### config.mk
export PLATFORM = sky130hd
export DESIGN_NAME = parking_controller_flat
export DESIGN_NICKNAME = d
export VERILOG_FILES = /design/src/rtl/parking_pkg.sv /design/src/rtl/parking_controller_if.sv /design/src/rtl/free_spot_finder.sv /design/src/rtl/parking_controller.sv /design/src/flat_wrapper.sv
export SDC_FILE = /design/constraint.sdc
export NUM_CORES = 1
export LEC_CHECK = 0
export ABC_AREA = 1
export ABC_CLOCK_PERIOD_IN_PS = 4200
export CELL_PAD_IN_SITES_DETAIL_PLACEMENT = 1
export CELL_PAD_IN_SITES_GLOBAL_PLACEMENT = 1
export CORE_UTILIZATION = 28
export DETAILED_ROUTE_END_ITERATION = 12
export PLACE_DENSITY_LB_ADDON = 0.1
export SYNTH_ARGS = -nofsm -noshare
export SYNTH_HDL_FRONTEND = slang
export SYNTH_SLANG_ARGS = --single-unit
### constraint.sdc
create_clock -name clk -period 4.2 [get_ports clk]
set_input_delay 0.84 -clock clk [delete_from_list [all_inputs] [get_ports clk]]
set_output_delay 0.84 -clock clk [all_outputs]
set_load 0.1 [all_outputs]
### src/rtl/parking_pkg.sv
// Shared types and constants for the four-spot parking controller.
// Spot codes are {valid, idx[1:0]}; SPOT_NONE means no spot.
package parking_pkg;

  localparam int unsigned NUM_SPOTS      = 4;
  localparam logic [2:0]  SPOT_NONE      = 3'b000;
  localparam int unsigned SPOT_VALID_BIT = 2;
  localparam int unsigned SPOT_IDX_MSB   = 1;
  localparam int unsigned SPOT_IDX_LSB   = 0;

  typedef enum logic {
    IDLE = 1'b0,
    OPEN = 1'b1
  } state_t;

  function automatic logic [2:0] free_count_of(input logic [NUM_SPOTS-1:0] occ);
    logic [2:0] cnt;
    cnt = 3'(NUM_SPOTS);
    for (int i = 0; i < NUM_SPOTS; i++) begin
      if (occ[i]) cnt = cnt - 3'd1;
    end
    return cnt;
  endfunction

endpackage

### src/rtl/parking_controller_if.sv
// Entry/exit handshake and status bundle between the lot logic and the controller.
// The master side drives the requests; the controller is the slave.
interface parking_if;
  import parking_pkg::*;

  logic                 entry_req;
  logic                 entry_ack;
  logic [2:0]           assigned_spot;
  logic                 exit_req;
  logic [1:0]           exit_spot;
  logic                 exit_ack;
  logic                 exit_err;
  logic [NUM_SPOTS-1:0] occupancy;
  logic [2:0]           free_count;
  logic                 full;
  logic                 gate_open;

  modport master (
    output entry_req, exit_req, exit_spot,
    input  entry_ack, assigned_spot, exit_ack, exit_err,
           occupancy, free_count, full, gate_open
  );

  modport slave (
    input  entry_req, exit_req, exit_spot,
    output entry_ack, assigned_spot, exit_ack, exit_err,
           occupancy, free_count, full, gate_open
  );
endinterface

### src/rtl/free_spot_finder.sv
// Lowest-zero priority encoder: occupancy map to spot code, spot 0 wins.
// Returns SPOT_NONE when every spot is taken.
module free_spot_finder
  import parking_pkg::*;
(
  input  logic [NUM_SPOTS-1:0] occupancy,
  output logic [2:0]           spot_code
);

  always_comb begin
    spot_code = SPOT_NONE;
    for (int i = NUM_SPOTS - 1; i >= 0; i--) begin
      if (!occupancy[i]) spot_code = {1'b1, 2'(i)};
    end
  end

endmodule

### src/rtl/parking_controller.sv
// Gate and spot-allocation controller: grants the lowest free spot, times the
// entry gate, and releases spots on exit in any FSM state.
//
// state | meaning
// IDLE  | waiting for entry_req with a free spot
// OPEN  | car admitted, gate counter running
module parking_controller
  import parking_pkg::*;
#(
  parameter int unsigned GATE_CYCLES = 8
) (
  input logic     clk,
  input logic     rst_n,
  parking_if.slave bus
);

  state_t               state;
  logic [7:0]           gate_cnt;
  logic [NUM_SPOTS-1:0] occ;
  logic [2:0]           free_code;
  logic [2:0]           assigned_spot;
  logic                 entry_ack;
  logic                 exit_ack;
  logic                 exit_err;
  logic                 gate_open;
  logic                 grant;
  logic                 exit_hit;
  logic                 exit_miss;
  logic [NUM_SPOTS-1:0] set_mask;
  logic [NUM_SPOTS-1:0] clr_mask;

  free_spot_finder u_finder (
    .occupancy (occ),
    .spot_code (free_code)
  );

  // Grant index comes from the pre-release map, so a spot freed this cycle is never reused this cycle.
  assign grant     = (state == IDLE) && bus.entry_req && free_code[SPOT_VALID_BIT];
  assign exit_hit  = bus.exit_req && occ[bus.exit_spot];
  assign exit_miss = bus.exit_req && !occ[bus.exit_spot];

  always_comb begin
    set_mask = '0;
    clr_mask = '0;
    if (grant)    set_mask[free_code[SPOT_IDX_MSB:SPOT_IDX_LSB]] = 1'b1;
    if (exit_hit) clr_mask[bus.exit_spot] = 1'b1;
  end

  always_ff @(posedge clk) begin
    if (!rst_n) begin
      state         <= IDLE;
      gate_cnt      <= '0;
      occ           <= '0;
      assigned_spot <= SPOT_NONE;
      entry_ack     <= 1'b0;
      exit_ack      <= 1'b0;
      exit_err      <= 1'b0;
      gate_open     <= 1'b0;
    end else begin
      occ       <= (occ & ~clr_mask) | set_mask;
      entry_ack <= grant;
      exit_ack  <= exit_hit;
      exit_err  <= exit_miss;
      // Registered one cycle behind state, so the gate opens the cycle after entry_ack.
      gate_open <= (state == OPEN);
      case (state)
        IDLE: begin
          if (grant) begin
            assigned_spot <= free_code;
            gate_cnt      <= 8'(GATE_CYCLES);
            state         <= OPEN;
          end
        end
        OPEN: begin
          gate_cnt <= gate_cnt - 8'd1;
          if (gate_cnt == 8'd1) state <= IDLE;
        end
        default: state <= IDLE;
      endcase
    end
  end

  assign bus.entry_ack     = entry_ack;
  assign bus.assigned_spot = assigned_spot;
  assign bus.exit_ack      = exit_ack;
  assign bus.exit_err      = exit_err;
  assign bus.gate_open     = gate_open;
  assign bus.occupancy     = occ;
  assign bus.full          = &occ;
  assign bus.free_count    = free_count_of(occ);

endmodule

### src/flat_wrapper.sv
// flat-port wrapper written by rule: the top's interface ports become plain ports
module parking_controller_flat import parking_pkg::*;
#(
  parameter int unsigned GATE_CYCLES = 8
)
  (clk, rst_n, bus_entry_req, bus_exit_req, bus_exit_spot, bus_entry_ack, bus_assigned_spot, bus_exit_ack, bus_exit_err, bus_occupancy, bus_free_count, bus_full, bus_gate_open);
  parking_if bus_i ();
  input logic clk;
  input logic rst_n;
  input wire logic [$bits(bus_i.entry_req)-1:0] bus_entry_req;
  input wire logic [$bits(bus_i.exit_req)-1:0] bus_exit_req;
  input wire logic [$bits(bus_i.exit_spot)-1:0] bus_exit_spot;
  output wire logic [$bits(bus_i.entry_ack)-1:0] bus_entry_ack;
  output wire logic [$bits(bus_i.assigned_spot)-1:0] bus_assigned_spot;
  output wire logic [$bits(bus_i.exit_ack)-1:0] bus_exit_ack;
  output wire logic [$bits(bus_i.exit_err)-1:0] bus_exit_err;
  output wire logic [$bits(bus_i.occupancy)-1:0] bus_occupancy;
  output wire logic [$bits(bus_i.free_count)-1:0] bus_free_count;
  output wire logic [$bits(bus_i.full)-1:0] bus_full;
  output wire logic [$bits(bus_i.gate_open)-1:0] bus_gate_open;
  assign bus_i.entry_req = bus_entry_req;
  assign bus_i.exit_req = bus_exit_req;
  assign bus_i.exit_spot = bus_exit_spot;
  assign bus_entry_ack = bus_i.entry_ack;
  assign bus_assigned_spot = bus_i.assigned_spot;
  assign bus_exit_ack = bus_i.exit_ack;
  assign bus_exit_err = bus_i.exit_err;
  assign bus_occupancy = bus_i.occupancy;
  assign bus_free_count = bus_i.free_count;
  assign bus_full = bus_i.full;
  assign bus_gate_open = bus_i.gate_open;
  parking_controller #(.GATE_CYCLES(GATE_CYCLES)) u_core (.clk(clk), .rst_n(rst_n), .bus(bus_i));
endmodule
==> results of run 1 <==
==> flip-flops by register name, indices dropped and copies added (netlist names) <==
name	flops
u_core.gate_cnt	8
u_core.bus.occupancy	4
u_core.bus.assigned_spot	3
u_core.bus.entry_ack	1
u_core.bus.exit_ack	1
u_core.bus.exit_err	1
u_core.bus.gate_open	1
u_core.state	1
==> layout make-up <==
| cell class | instances | area, um2 | area share, % |
|---|---|---|---|
| flip-flops and latches | 20 | 400.4 | 28.17 |
| clock buffers | 3 | 41.29 | 2.905 |
| clock inverters | 1 | 30.03 | 2.113 |
| repair buffers | 20 | 192.7 | 13.56 |
| inverters | 23 | 86.33 | 6.074 |
| multi-input cells | 106 | 610.6 | 42.96 |
| well taps | 48 | 60.06 | 4.225 |
==> per-stage QoR <==
step                      setup WS (ns)  instances  utilization, %  hold slack [ns]  instance area (um2)
after floorplan                  0.1752        150               -           0.4453                 1101
after global placement            1.329        217           36.33           0.4584                 1350
after detailed placement          1.312        217           36.33           0.4653                 1350
after CTS                         1.010        221           38.25           0.4823                 1421
after global routing             0.9060        221           38.25           0.5079                 1421
final                             1.038        221           38.25           0.4741                 1421
==> per-layer routing <==
| layer | GRT usage [%] | share of wire [%] | vias to the layer above |
|---|---|---|---|
| met3 | 5.106 | 4.1 | 2 |
| met2 | 23.55 | 44 | 14 |
| met5 | 0 | 0 | - |
| met4 | 2.500 | 0.29 | 0 |
| li1 | - | - | 523 |
| met1 | 20.04 | 51 | 467 |
==> power by group through the flow <==
stage                     Clock (mW)  Sequential, mW  Combinational, mW
after detailed placement           0           0.231              0.209
after floorplan                    0           0.272              0.116
after CTS                      0.204           0.227              0.210
final                          0.198           0.226              0.207
after global routing           0.214           0.230              0.225
after global placement             0           0.229              0.205
==> synthesized netlist by cell type (all sizes together) <==
library cell	n	share of area, %
nand2	37	14
inv	22	7.6
dfxtp	20	37
nor2	16	6.4
nand3	12	6.6
o21ai	12	5.5
a21oi	11	5.7
ha	7	8.0
nand4	2	1.1
xor2	2	1.6
a211oi	1	0.69
a31oi	1	0.57
clkbuf	1	0.34
clkinv	1	0.34
fa	1	1.8
nand3b	1	0.69
nor3	1	0.46
o21a	1	0.69
o22ai	1	1.1
==> logic make-up after synthesis <==
kind of cell | Yosys count | share of synthesized area, %
AND/OR/NAND/NOR | 69 | 29.41
AO/OA/AOI/OAI | 27 | 14.30
adder cells (fa/ha/maj) | 8 | 9.840
XOR/XNOR | 2 | 1.602
buffers and inverters | 24 | 8.237
flip-flops | 20 | 36.61
==> worst max-delay path, stage by stage, from the launching register on <==
cell and delay [ns]:
dfxtp_1 0.58, ha_1 0.21, inv_1 0.04, nor2_1 0.09, clkdlybuf4s50_1 1.13
==> how the worst max path moves through the flow <==
stage | from | end | slack (ns) | cells past startpoint
after floorplan | u_core.bus.occupancy[0] | bus_free_count[0] | 0.18 | 2
after global placement | u_core.bus.occupancy[0] | bus_full | 1.33 | 4
after detailed placement | u_core.bus.occupancy[0] | bus_full | 1.31 | 4
after CTS | u_core.bus.occupancy[0] | bus_full | 1.01 | 4
after global routing | u_core.bus.occupancy[0] | bus_full | 0.91 | 4
final | u_core.bus.occupancy[0] | bus_full | 1.04 | 4
==> results.cfg, run 1 <==
[run_status]
outcome = finished, final reports clean

[global_route]
grtUsageTotal_pct = 14.98
grt_pass1_wl_um = 4823
antenna_found_initial = 0
grt_pass1_vias = 1072
overflow = 0
grt_max_degree = 13

[cells_and_area]
fillers = 480
diodes = 0
final_common_cell = nand2_1
final_cell_mix = nand2_1 (31), dfxtp_1 (20), inv_1 (19), clkdlybuf4s50_1 (17), nor2_1 (14)
drive_above_1_share_pct = 13.29
nNetsFinal = 188
syn2layout_area_growth_pct = 29.98

[cts]
path_clk_slew_ns = 0.08
clockBufferDepth = 2
clk-insertion-delay-late_ns = 0.26
root_buffer = clkbuf_8
cts_tree = yes
cts.sinks = 20
htree_levels = 1
post_cts_buffers = 0
ctsResizeCount = 0
cts_hold_buf = 0
numCtsBuffers = 3

[pwr]
clkPwrFrac_pct = 31.4
p_leak_nw = 0.5890
powerDensity_mw_per_mm2 = 444.1
p_int_uw = 389.9
p_comb_share_pct = 32.8
p_sw_share_pct = 38.24
ir_drop_mv = 0.2629
p_seq_share_pct = 35.8
power_uw = 631.2
p_sw_uw = 241.4

[detailed_routing]
wl_per_cell_um = 12.36
drt_wl_total_um = 2732
antenna_left = 0
first_pass_iters = 3
drc = 0
via_per_inst = 4.552
first_iter_violations = 26
vias = 1006

[die]
die_w_um = 64.50
initial_utilization_pct = 29.43
die_h_um = 64.50
core_mm2 = 0.003716
dieArea_mm2 = 0.004160
ioPinCount = 21
fp-row-count = 22

[hold_path]
min_path_cells = 2
min_from = u_core.bus.assigned_spot[1]
hold_class = reg2reg
min_to = u_core.bus.assigned_spot[1]

[flow_run]
cap_violations = 0

[timing]
tns_ns = 0
fin_skew_ns = 0.001424
rsz0062_at_grt = no
tightest_slew_ns = 0.9876
final.period_utilization_pct = 75.29
slew_headroom_pct = 33.95
hold_viol_final = 0
setup_violations = 0
fin_crit_ns = 3.162
max_freq_ghz = 0.3162
drv_slew = 0

[critical_path]
cp-start-kind = register
end_kind = primary output
required_ns = 3.36
critPathMaxFanout = 10
r2r_slack_ns = 2.86
r2r-end = u_core.bus.occupancy[3]
r2r_cells = 4
crit_arrival_ns = 2.32
worstSetupPathType = reg2out
timing.rr.start = u_core.bus.occupancy[0]

[logic_synthesis]
yosysSeqAreaShare_pct = 36.61
postSynthCellCount = 150
ys_seq_elements = 20
syn_nets = 164
avgSynthCellArea_um2 = 7.290
syn_area_mm2 = 0.001094
yosysWarnings = 0
ys_types = 25

[placed_design]
hpwlAfterDp_um = 2102
gp_routability_congestion = 0.7953
port_buffers = 20
No activity file was read; power rests on OpenSTA's default activity.
==> run 2: changes to the inputs <==
--- a/config.mk
+++ b/config.mk
@@ -6,7 +6,7 @@
 export NUM_CORES = 1
 export LEC_CHECK = 0
 export ABC_AREA = 1
-export ABC_CLOCK_PERIOD_IN_PS = 4200
+export ABC_CLOCK_PERIOD_IN_PS = 3000
 export CELL_PAD_IN_SITES_DETAIL_PLACEMENT = 1
 export CELL_PAD_IN_SITES_GLOBAL_PLACEMENT = 1
 export CORE_UTILIZATION = 28
==> constraint.sdc (replaced) <==
create_clock -name clk -period 3 [get_ports clk]
set_input_delay 0.6 -clock clk [delete_from_list [all_inputs] [get_ports clk]]
set_output_delay 0.6 -clock clk [all_outputs]
set_load 0.1 [all_outputs]
==> run 2 against run 1 <==
Effect of this change:
- total power up 41%
- flip-flop and latch count unchanged
- wire length down 3.7%
- cell count unchanged
- critical path depth up 2
- register-to-register slack worse by 1.2 ns
- count of clock-buffer cells in the layout unchanged
- cell area up 0.79%
- worst setup slack worse by 0.70 ns
- via count up 1.3%
- clock skew about the same
- largest power group unchanged
==> results.cfg, run 2 (synthesis gave the netlist of run 1 again) <==
[cells_and_area]
largest_reg_flops = 8
final_cell_mix = nand2_1 (31), inv_1 (19), dfxtp_1 (17), buf_4 (14), nor2_1 (13)
regMostFlops = u_core.gate_cnt
final_common_cell = nand2_1
syn2layout_area_growth_pct = 31.01
drive_above_1_share_pct = 23.70
diodes = 0
nNetsFinal = 188
multi_input_area_um2 = 635.6
seq_area_um2 = 404.1
fillers = 467

[pwr]
p_seq_share_pct = 35.7
p_leak_nw = 0.6210
p_comb_share_pct = 33.4
p_sw_uw = 336.1
powerDensity_mw_per_mm2 = 619.8
p_sw_share_pct = 37.85
ir_drop_mv = 0.3999
p_int_uw = 551.8
clkPwrFrac_pct = 30.9
power_uw = 888.0

[cts]
ctsResizeCount = 0
cts_tree = yes
cts.sinks = 20
path_clk_slew_ns = 0.08
root_buffer = clkbuf_8
cts_hold_buf = 0
numCtsBuffers = 3
htree_levels = 1
post_cts_buffers = 0
clockBufferDepth = 2
clk-insertion-delay-late_ns = 0.26

[detailed_routing]
antenna_left = 0
drt_wl_total_um = 2631
drc = 0
vias = 1019
first_iter_violations = 32
wl_per_cell_um = 11.90
first_pass_iters = 4
via_per_inst = 4.611

[critical_path]
crit_arrival_ns = 2.06
required_ns = 2.40
end_kind = primary output
critPathMaxFanout = 10
r2r_cells = 5
worstSetupPathType = reg2out
cp-start-kind = register

[hold_path]
hold_class = reg2reg
min_path_cells = 2

[global_route]
met1_usage_pct = 19.78
antenna_found_initial = 0
grt_pass1_wl_um = 4554
grt_busiest_layer = met2
overflow = 0
use_met3_pct = 3.697
grtUsageTotal_pct = 14.56
use_met2_pct = 21.45
grt_max_degree = 13
grt_pass1_vias = 946

[timing]
final.period_utilization_pct = 88.83
hold_viol_final = 0
drv_slew = 0
worst_slack_ns = 0.3351
tightest_slew_ns = 0.3725
rsz0062_at_grt = no
fin_crit_ns = 2.665
max_freq_ghz = 0.3752
fin_skew_ns = 0.001530
hold_ws_ns = 0.4795
setup_violations = 0
slew_headroom_pct = 75.09
tns_ns = 0

[die]
core_mm2 = 0.003716
initial_utilization_pct = 29.43
fp-row-count = 22
dieArea_mm2 = 0.004160
die_h_um = 64.50
die_w_um = 64.50
ioPinCount = 21

[run_status]
outcome = finished, final reports clean

[placed_design]
hpwlAfterDp_um = 2069
gp_routability_congestion = 0.7334
dp_slack_ns = 0.5975
port_buffers = 20

[flow_run]
cap_violations = 0
-- run 2: cell types whose count changed in the layout (fill, tap and decap cells not counted) --
cell	before	now
dfxtp_2	0	3
nor2_1	14	13
o21ai_2	0	1
dfxtp_1	20	17
clkdlybuf4s50_1	17	5
xor2_1	1	0
xor2_4	0	1
o21ai_1	1	0
nor2_2	1	2
buf_4	3	14
buf_12	0	1
-- run 2: cell type report --
class | count | share of cell area (%)
clock buffer | 3 | 2.882
clock inverter | 1 | 2.096
inverter | 23 | 6.026
multi-input combinational | 106 | 44.37
sequential | 20 | 28.21
tap | 48 | 4.192
timing repair buffer | 20 | 12.23
-- run 2: final timing paths --
path                                               from                      end  slack (ns)
worst min-delay path                 u_core.gate_cnt[7]       u_core.gate_cnt[7]        0.48
worst max-delay path            u_core.bus.occupancy[0]        bus_free_count[2]        0.34
worst max register to register  u_core.bus.occupancy[3]  u_core.bus.occupancy[3]        1.65
worst min register to register       u_core.gate_cnt[7]       u_core.gate_cnt[7]        0.48
-- run 2: power groups by stage --
stage	logic (mW)	clock network [mW]	registers, mW
after floorplan	0.168	0	0.381
final	0.297	0.274	0.317
after global placement	0.296	0	0.323
after detailed placement	0.300	0	0.324
after CTS	0.301	0.283	0.317
after global routing	0.323	0.292	0.321
-- run 2: layer usage --
metal | up-vias | share of wire [%]
met5 | - | 0
met3 | 5 | 3.6
li1 | 519 | -
met4 | 0 | 1.7
met1 | 481 | 50
met2 | 14 | 45
-- run 2: stage by stage --
step / utilization, % / instances / cell area, um2
3_5_place_dp: 36.63 / 217 / 1361
4_1_cts: 38.55 / 221 / 1433
5_1_grt: 38.55 / 221 / 1433
3_3_place_gp: 36.63 / 217 / 1361
6_report: 38.55 / 221 / 1433
2_1_floorplan: - / 150 / 1130
-- run 2: worst max-delay path: stages (launching register included) --
cell     delay (ns)
dfxtp_2        0.40
fa_1           0.64
inv_1          0.07
ha_1           0.17
nand2_1        0.16
xor2_4         0.18
buf_12         0.19
==> variant 1: new RTL, config.mk and constraints of run 2 <==
Change the package constant `NUM_SPOTS` from 4 to 3.
--- a/src/rtl/parking_pkg.sv
+++ b/src/rtl/parking_pkg.sv
@@ -3,5 +3,5 @@
 package parking_pkg;
 
-  localparam int unsigned NUM_SPOTS      = 4;
+  localparam int unsigned NUM_SPOTS      = 3;
   localparam logic [2:0]  SPOT_NONE      = 3'b000;
   localparam int unsigned SPOT_VALID_BIT = 2;
Ports: changed (resized bus_occupancy); port bits go from 21 to 20. The function was not compared with the original's and may differ.
==> variant 1 against run 2 <==
  * Power is 13% lower
  * Synthesized area down 4.7%
  * Design area decreased by 9.3%
  * Wire length shrank 8.8%
  * Synthesized cell count fell by 2.0%
  * Sequential cell count fell by 1
  * Hold slack got worse by 22 ps
  * Setup slack improved by 380 ps
  * Critical path type unchanged
  * Critical endpoint unchanged
  * Largest power group unchanged
==> variant 1: results (changes against run 2) <==
Outcome
  • Status: finished clean

Floorplan
  • Initial Util: 30.3% (+0.85 points)

Global routing
  • Largest net degree at the start of global routing: 18 (+5)
  • Overall routing resource usage: 13.2% (-1.4 points)
  • First-pass GRT wire length: 4060 microns (-11%)
  • Vias in the first global route: 921 (-2.6%)

Placed design
  • Input/output buffers: 19 (-5.0%)
  • Routability cong.: 0.737 (+0.45%)
  • Post-DP HPWL: 1910 microns (-7.8%)

Worst setup path
  • Critical R2R Launch: u_core.state
  • Slowest stage delay, CP: 430 ps (-210 ps)
  • CP top delay family: buffers and inverters
  • Critical-path maximum fanout: 6 (-4)
  • Highest-delay cell along the critical path: dfxtp_1
  • Setup crit start: u_core.bus.occupancy[1]

Routing
  • DRT iter0 DRCs: 9 (-72%)
  • Vias per cell: 4.47 (-3.0%)
  • WL/cell: 11.3 microns (-4.9%)

Synthesis
  • Synth top cells by count: 36 x nand2_1, 24 x inv_1, 19 x dfxtp_1, 14 x nand3_1, 14 x nor2_1
  • Net Count, Synth: 158 (-3.7%)
  • Synth area leaders: dfxtp_1 36%, nand2_1 13%, inv_1 8.6%
  • Synth Area in Compound Gates: 7.92% (-6.4 points)
  • Seq/Total Area, Yosys: 36.5% (-0.12 points)
  • Post-Synth XOR/XNOR Area: 0.840% (-0.76 points)
  • Async set-reset flop share out of synthesis: 0% (unchanged)
  • Distinct cells, synth: 26 (+4.0%)
  • Synth Area in Adders: 6.00% (-3.8 points)

Layout
  • Layout cells sized above 1: 20.5% (-3.2 points)
  • Nets@finish: 178 (-5.3%)
  • FILL cells: 444 (-4.9%)
  • Final Instance Area: 1300 sq um (-9.3%)

Pwr
  • Worst vdd ir: 0.342 mV (-14%)
  • P_leak: 0.636 nW (+2.5%)

Timing
  • Slew @ Worst Pin: 682 ps (+310 ps)
  • Worst clock skew: 1.54 ps (+0.00539 ps)

Worst hold path
  • Beginning of the worst hold path: u_core.bus.assigned_spot[2]

CTS
  • Postcts setup bufs: 0 (unchanged)
-- variant 1: cell count changes after synthesis, moves of 2 or more --
cell / before / now
inv_2: 3 / 1
a21oi_1: 9 / 4
ha_1: 7 / 5
xor2_1: 2 / 0
nand3_1: 11 / 14
o21ai_2: 0 / 2
inv_1: 19 / 24
o21ai_0: 12 / 6
nand2_2: 6 / 2
nand2_4: 0 / 2
nand2_1: 31 / 36
-- variant 1: metal layers --
metal	share of wire, %	vias up	track usage [%]
met5	0	-	0
li1	-	491	-
met4	1.5	0	4.36
met2	42	20	19.6
met3	5.0	4	3.10
met1	51	433	18.4
-- variant 1: cells by family after synthesis --
| family | Yosys count |
|---|---|
| compound gates | 14 |
| xor+xnor | 1 |
| fa+ha+maj | 5 |
| buf+inv | 31 |
| flops | 19 |
| simple gates | 77 |
-- variant 1: path summary, 6_finish.rpt --
kind	end	slack, ps	depth (start not counted)
setup / recovery	bus_free_count[2]	720	5
hold / removal	u_core.bus.assigned_spot[2]	460	2
setup reg to reg	u_core.gate_cnt[5]	1730	5
hold reg to reg	u_core.bus.assigned_spot[2]	460	2
-- variant 1: final cells by class --
type,count,area share [%]
Clock buffer,3,3.18
Tap cell,46,4.43
Multi-Input combinational cell,97,42.7
Inverter,27,8.09
Sequential cell,19,29.3
Clock inverter,1,0.385
Timing Repair Buffer,19,11.9
-- variant 1: per-stage QoR --
stage / setup WS, ps / power (mW) / hold WS, ps / cells
after floorplan: -33.3 / 0.537 / 446 / 147
after global placement: 1030 / 0.591 / 443 / 208
after detailed placement: 983 / 0.597 / 446 / 208
after CTS: 689 / 0.782 / 462 / 212
after global routing: 614 / 0.821 / 488 / 212
final: 718 / 0.768 / 458 / 212
-- variant 1: report_power, final --
| group | leakage (nW) | total (mW) | internal (mW) | switching (mW) |
|---|---|---|---|---|
| sequential | 0.156 | 0.307 | 0.278 | 0.0288 |
| combinational | 0.455 | 0.279 | 0.0812 | 0.198 |
| clock | 0.0255 | 0.183 | 0.0924 | 0.0903 |
-- variant 1: worst min-delay path, delay by kind of cell, from the launching register on --
kind | cells | cell delay [ps]
DFF | 1 | 320
and+or+nand+nor | 2 | 100
==> variant 2: new RTL, flow settings as in run 2 <==
Without the edit above. Reset style: asynchronous (`rst_n`), changed in one clocked block.
--- a/src/rtl/parking_controller.sv
+++ b/src/rtl/parking_controller.sv
@@ -47,5 +47,5 @@
   end
 
-  always_ff @(posedge clk) begin
+  always_ff @(posedge clk or negedge rst_n) begin
     if (!rst_n) begin
       state         <= IDLE;
Formal check against the unedited RTL: differs if rst_n is asserted again (counterexample within 4 cycles, from zero or initial values and one cycle with rst_n low); with rst_n held inactive, the same outputs for 10 cycles.
==> variant 2 against run 2 <==
  * Synthesized area rose by 8.2%
  * Setup slack got worse by 68 ps
  * Wire length shrank 0.11%
  * Register-to-register slack got worse by 50 ps
  * Sequential cell count unchanged
  * Design area increased by 5.9%
  * Non-clock buffer count is 2 higher
  * Clock skew is 9.9 ps higher
  * Critical path depth stayed put
  * Sequential share of layout area increased by 4.8 points
  * Critical path type unchanged
Power is not compared: it rests on default switching activity, and its combinational part moved more than twofold at a synthesized area within 25%.
==> variant 2: results (changes against run 2) <==
Outcome
  • Status: finished clean

Synthesis
  • Async set-reset flop share out of synthesis: 100% (+100 points)
  • Synth Area in Compound Gates: 6.24% (-8.1 points)
  • Synth top cells by count: 43 x nand2_1, 20 x dfrtp_1, 15 x inv_1, 11 x nand3_1, 9 x nor2_1
  • Yosys Warn Count: 0 (unchanged)
  • Post-Synth XOR/XNOR Area: 2.22% (+0.62 points)
  • Distinct cells, synth: 26 (+4.0%)
  • Mux cell area share after synthesis: 0% (unchanged)
  • Synth area leaders: dfrtp_1 42%, nand2_1 14%, ha_1 7.4%
  • Seq/Total Area, Yosys: 42.3% (+5.7 points)
  • Mean Syn Cell Area: 8.34 sq um (+14%)
  • Synth Area in Adders: 9.09% (-0.75 points)
  • Net Count, Synth: 156 (-4.9%)

Layout
  • Layout cells sized above 1: 24.8% (+1.1 points)
  • FILL cells: 492 (+5.4%)
  • Ant diodes: 0 (unchanged)
  • Largest Register: u_core.gate_cnt
  • Max reg flops: 8 (unchanged)
  • Nets@finish: 180 (-4.3%)

CTS
  • Clock Path Buffers: 2 (unchanged)
  • Clk Latency, worst-skew pair: 260 ps (about the same)
  • Register clock-pin slew on the reported worst setup and hold paths: about 70 ps
  • H-tree Lvls: 1 (unchanged)
  • Resized cells post-CTS: 0 (unchanged)
  • Postcts setup bufs: 0 (unchanged)
  • CTS Root Cell: clkbuf_8
  • CTS Buf Count: 3 (unchanged)

Pwr
  • P_leak: roughly 0.75 nW
  • Int Power: 396 uW
  • Worst vdd ir: 0.128 mV

Routing
  • DRT Pass-1 Iters: 4 (unchanged)
  • WL/cell: 12.2 microns (+2.7%)
  • Via count: 958 (-6.0%)
  • DRT iter0 DRCs: 36 (+13%)
  • Vias per cell: 4.46 (-3.4%)

Timing
  • Slew margin rel.: 64.1% (-11 points)
  • Worst clock skew: 11.4 ps (+9.87 ps)

Placed design
  • Post-DP HPWL: 2100 microns (+1.3%)
  • Input/output buffers: 20 (unchanged)
  • Routability cong.: 0.755 (+3.0%)
  • Pre-CTS setup slack: 524 ps (-74.0 ps)
  • Cells after DPL: 211 (-2.8%)

Worst setup path
  • CP top delay family: adder cells
  • Critical-path maximum fanout: 9 (-1)
  • Slowest stage delay, CP: 620 ps (-20 ps)
  • Highest-delay cell along the critical path: fa_1

Global routing
  • Vias in the first global route: 975 (+3.1%)
  • Largest net degree at the start of global routing: 13 (unchanged)
  • Antenna violations before repair: 0 (unchanged)
  • First-pass GRT wire length: 4610 microns (+1.2%)
  • Overall routing resource usage: 13.6% (-0.93 points)

Worst hold path
  • Min-Delay Path Class: register to register
## variant 2: final cells by class
| class | count | area (sq um) | share of cell area [%] |
|---|---|---|---|
| multi-input cells | 102 | 631 | 41.6 |
| flip-flops and latches | 20 | 500 | 33.0 |
| repair buffers | 22 | 203 | 13.4 |
| inverters | 17 | 65.1 | 4.29 |
| well taps | 50 | 62.6 | 4.13 |
| clock buffers | 4 | 55.1 | 3.63 |
## variant 2: worst paths after layout
check                      cells after the start                   startpoint  slack, ps                           to
min                                            1  u_core.bus.assigned_spot[2]        480  u_core.bus.assigned_spot[2]
min in group asynchronous                      1                        rst_n        680           u_core.gate_cnt[6]
max in group asynchronous                      2                        rst_n       1750      u_core.bus.occupancy[2]
min reg2reg                                    1  u_core.bus.assigned_spot[2]        480  u_core.bus.assigned_spot[2]
max reg2reg                                    5                 u_core.state       1600      u_core.bus.occupancy[2]
max                                            6      u_core.bus.occupancy[1]        270            bus_free_count[2]
## variant 2: metal layers
layer / share of wire (%) / GRT usage [%] / vias up
li1: - / - / 484
met1: 50 / 19.2 / 461
met2: 47 / 21.1 / 11
met3: 2.0 / 2.57 / 2
met4: 0.76 / 3.19 / 0
met5: 0 / 0 / -
## variant 2: stage by stage
step / cell area [sq um] / hold slack [ps]
CTS: 1520 / 480
global route: 1520 / 492
finish: 1520 / 476
floorplan: 1220 / 304
detailed placement: 1460 / 463
global placement: 1460 / 450
## variant 2: power groups by stage
stage / registers, mW / logic, mW / clock network [mW]
floorplan: 0.281 / 0.00351 / 0
detailed placement: 0.276 / 0.0271 / 0
CTS: 0.270 / 0.0271 / 0.218
global route: 0.270 / 0.0290 / 0.225
global placement: 0.276 / 0.0265 / 0
finish: 0.270 / 0.0263 / 0.208
